==> src/rtl/game_round_sequencer.sv <==
// rtl/game_round_sequencer.sv - Round sequencer: question flow, HP/damage, per-question timer, win/lose detection.
module game_round_sequencer #(
    parameter int unsigned HP_MAX      = 9,
    parameter int unsigned TIME_LIMIT  = 10,
    parameter int unsigned WIN_COUNT   = 5,
    parameter int unsigned DMG_WRONG   = 1,
    parameter int unsigned DMG_TIMEOUT = 2,
    parameter int unsigned BLINK_TICKS = 3
) (
    input  logic       clk_i,
    input  logic       rst_ni,
    input  logic       start_i,
    input  logic       tick_i,
    input  logic       judg_valid_i,
    input  logic [1:0] judg_i,
    output logic [2:0] state_o,
    output logic [3:0] hp_o,
    output logic [3:0] time_left_o,
    output logic [2:0] score_o,
    output logic       next_q_o,
    output logic       damage_o,
    output logic       blink_o,
    output logic       game_over_o,
    output logic       game_clear_o
);

    typedef enum logic [2:0] {
        S_IDLE  = 3'd0,
        S_ASK   = 3'd1,
        S_HIT   = 3'd2,
        S_NEXT  = 3'd3,
        S_OVER  = 3'd4,
        S_CLEAR = 3'd5
    } state_t;

    localparam logic [3:0] HP_MAX_C      = 4'(HP_MAX);
    localparam logic [3:0] TIME_LIMIT_C  = 4'(TIME_LIMIT);
    localparam logic [2:0] WIN_COUNT_C   = 3'(WIN_COUNT);
    localparam logic [3:0] DMG_WRONG_C   = 4'(DMG_WRONG);
    localparam logic [3:0] DMG_TIMEOUT_C = 4'(DMG_TIMEOUT);
    localparam logic [2:0] BLINK_C       = 3'(BLINK_TICKS);

    state_t     state_q, state_d;
    logic [3:0] hp_q, hp_d;
    logic [3:0] time_left_q, time_left_d;
    logic [2:0] score_q, score_d;
    logic [3:0] dmg_q, dmg_d;
    logic [2:0] blink_q, blink_d;
    logic       next_q_q, next_q_d;
    logic       damage_q, damage_d;
    logic       game_over_q, game_over_d;
    logic       game_clear_q, game_clear_d;

    always_ff @(posedge clk_i or negedge rst_ni) begin
        if (!rst_ni) begin
            state_q      <= S_IDLE;
            hp_q         <= HP_MAX_C;
            time_left_q  <= 4'd0;
            score_q      <= 3'd0;
            dmg_q        <= 4'd0;
            blink_q      <= 3'd0;
            next_q_q     <= 1'b0;
            damage_q     <= 1'b0;
            game_over_q  <= 1'b0;
            game_clear_q <= 1'b0;
        end else begin
            state_q      <= state_d;
            hp_q         <= hp_d;
            time_left_q  <= time_left_d;
            score_q      <= score_d;
            dmg_q        <= dmg_d;
            blink_q      <= blink_d;
            next_q_q     <= next_q_d;
            damage_q     <= damage_d;
            game_over_q  <= game_over_d;
            game_clear_q <= game_clear_d;
        end
    end

    always_comb begin
        state_d     = state_q;
        hp_d        = hp_q;
        time_left_d = time_left_q;
        score_d     = score_q;
        dmg_d       = dmg_q;
        damage_d    = 1'b0;
        // Blink runs off the timebase in every state; a new hit overrides below.
        blink_d     = (tick_i && blink_q != 3'd0) ? blink_q - 3'd1 : blink_q;

        unique case (state_q)
            S_IDLE: begin
                hp_d    = HP_MAX_C;
                score_d = 3'd0;
                if (start_i) state_d = S_NEXT;
            end
            S_NEXT: begin
                time_left_d = TIME_LIMIT_C;
                state_d     = S_ASK;
            end
            S_ASK: begin
                // A judgment always beats a simultaneous expiring tick.
                if (judg_valid_i && judg_i == 2'b01) begin
                    score_d = score_q + 3'd1;
                    state_d = (score_d == WIN_COUNT_C) ? S_CLEAR : S_NEXT;
                end else if (judg_valid_i && judg_i == 2'b10) begin
                    dmg_d   = DMG_WRONG_C;
                    state_d = S_HIT;
                end else if (tick_i && time_left_q == 4'd1) begin
                    time_left_d = 4'd0;
                    dmg_d       = DMG_TIMEOUT_C;
                    state_d     = S_HIT;
                end else if (tick_i && time_left_q != 4'd0) begin
                    time_left_d = time_left_q - 4'd1;
                end
            end
            S_HIT: begin
                hp_d     = (hp_q <= dmg_q) ? 4'd0 : hp_q - dmg_q;
                damage_d = 1'b1;
                blink_d  = BLINK_C;
                if (hp_d == 4'd0) begin
                    state_d = S_OVER;
                end else begin
                    time_left_d = TIME_LIMIT_C;
                    state_d     = S_ASK;
                end
            end
            S_OVER, S_CLEAR: begin
                if (start_i) begin
                    hp_d    = HP_MAX_C;
                    score_d = 3'd0;
                    state_d = S_NEXT;
                end
            end
            default: state_d = S_IDLE;
        endcase

        next_q_d     = (state_d == S_NEXT);
        game_over_d  = (state_d == S_OVER);
        game_clear_d = (state_d == S_CLEAR);
    end

    assign state_o      = state_q;
    assign hp_o         = hp_q;
    assign time_left_o  = time_left_q;
    assign score_o      = score_q;
    assign next_q_o     = next_q_q;
    assign damage_o     = damage_q;
    assign blink_o      = (blink_q != 3'd0);
    assign game_over_o  = game_over_q;
    assign game_clear_o = game_clear_q;

endmodule

==> config.mk <==
export PLATFORM = sky130hd
export DESIGN_NAME = game_round_sequencer
export DESIGN_NICKNAME = d
export VERILOG_FILES = /design/src/rtl/game_round_sequencer.sv
export SDC_FILE = /design/constraint.sdc
export NUM_CORES = 1
export LEC_CHECK = 0
export BUFFER_PORTS_ARGS = -buffer_cell sky130_fd_sc_hd__buf_2
export CAP_MARGIN = 20
export CORE_MARGIN = 3
export CORE_UTILIZATION = 51
export DETAILED_ROUTE_END_ITERATION = 10
export GPL_ROUTABILITY_DRIVEN = 0
export PLACE_DENSITY = 0.74
export RECOVER_POWER = 100
export REMOVE_ABC_BUFFERS = 1
export SKIP_CTS_REPAIR_TIMING = 1
export SLEW_MARGIN = 20
export SYNTH_ARGS = -nofsm -noshare
export SYNTH_HDL_FRONTEND = slang
export SYNTH_SLANG_ARGS = --single-unit
==> constraint.sdc <==
create_clock -name clk_i -period 6.1 [get_ports clk_i]
set_clock_uncertainty 0.05 [all_clocks]
set_input_delay 0.915 -clock clk_i [delete_from_list [all_inputs] [get_ports clk_i]]
set_output_delay 0.915 -clock clk_i [all_outputs]
set_load 0.05 [all_outputs]
==> out/metrics.csv <==
stage,metric,value,unit
power_and_ir_drop,p_int,0.409,mW
final_layout,regArea,578,um2
worst_setup_path,slowest_stage,dfstp_2,
logic_synthesis,synth_top_cell_area_share,39.0,%
logic_synthesis,ys_ff_latch,23,
routing,drc_errors,0,
logic_synthesis,synth_compound_area_share,18.3,%
logic_synthesis,synth_top_cell_by_area,dfrtp_1,
routing,num_vias,1062,
final_layout,fillers,242,
timing,finalHoldViolations,0,
hold_path,hold_path.class,flip-flop to flip-flop,
timing,setup_viol,0,
status,outcome,"finished, final reports clean",
placement,hpwl,2.02,mm
clocking,cts.htree.levels,1,
timing,max_freq,369,MHz
worst_setup_path,cp-end-kind,flip-flop,
logic_synthesis,syn_area,1350,um2
logic_synthesis,synthCells,135,
clocking,clockBufferDepth,2,
floorplan,die_h,57.4,um
power_and_ir_drop,vdd_drop_max,0.000321,V
logic_synthesis,synth_seq_area_share,42.9,%
logic_synthesis,synth-adder-area-share,8.91,%
logic_synthesis,synthMuxAreaShare,4.82,%
worst_setup_path,crit_required,6.25,ns
worst_setup_path,crit_top_cell,inv_1,
logic_synthesis,synth_simple_gate_area_share,18.6,%
global_route,grt_pass1_vias,1020,
global_route,antenna_found_initial,0,
logic_synthesis,synth_edf_count,0,
timing,setup_slack,3.39,ns
logic_synthesis,synth.most_common_cell,dfrtp_1,
worst_setup_path,criticalPathCategory,flip-flop to flip-flop,
final_layout,antenna_cells,0,
timing,period_share,44.4,%
logic_synthesis,synth_top_family_by_area,simple AND/OR/NAND/NOR gates,
clocking,path_clk_slew,0.13,ns
global_route,grt_pass1_wl,4.62,mm
flow_run,drv_cap,0,
power_and_ir_drop,power_density,599,nW/um2
final_layout,fin_nets,178,
logic_synthesis,ys_types,45,
logic_synthesis,syn_avg_cell_area,9.99,um2
clocking,cts_made_buffers,3,
power_and_ir_drop,power.leakage,0.693,nW
global_route,grt_max_degree,24,
worst_setup_path,reg2reg_slack,3.39,ns
routing,drtAntennaViolNets,0,
placement,pre_cts_slack,3.51,ns
logic_synthesis,synthXorXnorAreaFrac,1.95,%
power_and_ir_drop,combPwrFrac,61.0,%
timing,tightest_slew,1.22,ns
global_route,grt_use_met3,3.39,%
global_route,grt_usage,18.0,%
placement,portBuffers,25,
clocking,cts-root-buf,clkbuf_4,
clocking,cts_tree,built,
worst_setup_path,crit_arrival,2.86,ns
routing,drt_iter0_drc,34,
routing,wirelength,2.69,mm
worst_setup_path,cp_max_fo,4,
clocking,cts_sinks,23,
global_route,grtUsageMet2,28.5,%
final_layout,multi_input_area,688,um2
routing,routedWlPerCell,14.1,um
power_and_ir_drop,switching_share,53.8,%
power_and_ir_drop,pwr-share-seq,31.1,%
worst_setup_path,cp-start-kind,flip-flop,
logic_synthesis,synth_area_leaders,"dfrtp_1, ha_1, dfstp_2, nand2_1, inv_1",
global_route,overflow,0,
final_layout,area_delta_synth_final,9.65,%
clocking,clkLatencyLatePin,0.31,ns
global_route,met1_usage,24.1,%
floorplan,num_rows,18,
global_route,busiest_layer,met2,
power_and_ir_drop,clockPowerShare,7.9,%
logic_synthesis,synthFlopType,dfrtp_1,
floorplan,die-area,3300,um2
floorplan,ios,26,
power_and_ir_drop,power.switching,0.477,mW
worst_setup_path,cpPeakStageDelay,0.55,ns
timing,finalSetupTns,0,ns
timing,max_slew_margin,18.5,%
worst_setup_path,cp_cell_sequence,"inv_1, ha_1, inv_1, fa_1, nand2b_1, a211o_1, a31oi_1, a211o_4, mux2_1",
routing,via_per_inst,5.56,
floorplan,initial_core_util,54.0,%
final_layout,drive_above_1_share,8.07,%
logic_synthesis,ys_warn_count,0,
logic_synthesis,synthTopCellsByCount,"dfrtp_1, nand2_1, inv_1",
timing,post-route-min-period,2.71,ns
routing,first_pass_iters,4,
floorplan,coreArea,2500,um2
timing,maxSlewViolCount,0,
timing,rsz0062_at_grt,false,
logic_synthesis,synthArstFlopShare,100,%
floorplan,die_w,57.4,um
[registers in the layout (all words and copies together), names as in the netlist, 2 cells and up]
register / flops
time_left_o: 4
blink_q: 3
hp_o: 4
state_o: 3
score_o: 3
dmg_q: 2
[routing by layer]
layer,wire length (um),share of wire [%],up-vias
met2,1310,49,25
met3,111,4.1,4
met1,1240,46,501
li1,-,-,532
met4,32,1.2,0
met5,0,0,-
[cell type report]
| type | count | share of cell area [%] |
|---|---|---|
| Sequential cell | 23 | 39.1 |
| Tap cell | 30 | 2.54 |
| Multi-Input combinational cell | 96 | 46.5 |
| Clock inverter | 1 | 0.338 |
| Timing Repair Buffer | 25 | 6.68 |
| Clock buffer | 3 | 1.52 |
| Inverter | 13 | 3.30 |
[cells in the final DEF (no fill, tap or decap), types with 2 or more instances in the layout]
cell	instances
dfstp_2	2
a31oi_1	4
nor2_1	8
a32o_1	2
nand2_1	14
dfrtp_1	21
nand2b_1	6
clkbuf_4	3
nor4_1	2
a211o_1	3
mux2i_1	2
mux2_1	3
o21ai_0	6
nand3b_1	2
a211oi_1	2
buf_2	4
xor2_1	2
ha_1	8
o22a_1	2
clkbuf_1	21
nor2b_1	3
a21oi_1	7
inv_1	13
[critical path: cells and delay by family (launching register included)]
family	cells	cell delay, ns
AND/OR/NAND/NOR	1	0.17
flip-flops	1	0.55
adder cells (fa/ha/maj)	2	0.63
buffers and inverters	2	0.12
AO/OA/AOI/OAI	3	0.74
multiplexers	1	0.33
[worst paths after layout]
kind	from	to	cells past startpoint
setup / recovery	hp_o[0]	time_left_o[1]	9
hold / removal	dmg_q[0]	dmg_q[0]	1
setup reg to reg	hp_o[0]	time_left_o[1]	9
hold reg to reg	dmg_q[0]	dmg_q[0]	1
max in group asynchronous	rst_ni	time_left_o[3]	1
min in group asynchronous	rst_ni	hp_o[1]	1
[power by group through the flow]
stage	logic, mW	clock network (mW)	registers, mW
after global placement	0.566	0	0.274
after floorplan	0.327	0	0.406
final	0.541	0.0704	0.275
after global routing	0.597	0.0796	0.288
after detailed placement	0.581	0	0.276
after CTS	0.582	0.0736	0.275
[logic make-up after synthesis]
family,count (synthesis)
AND/OR/NAND/NOR,46
buffers and inverters,16
XOR/XNOR,3
adder cells (fa/ha/maj),9
multiplexers,5
AO/OA/AOI/OAI,33
flip-flops,23
[through the flow]
step                      hold slack [ns]  power (mW)  cells  util [%]  area (um2)
after floorplan                     0.404       0.733    132         -        1340
after global placement              0.422       0.840    187      60.0        1500
after detailed placement            0.425       0.857    187      60.0        1500
after CTS                           0.456       0.931    191      61.1        1530
after global routing                0.481       0.965    191      59.2        1480
final                               0.454       0.886    191      59.2        1480
Power figures use the tool's default switching activity.
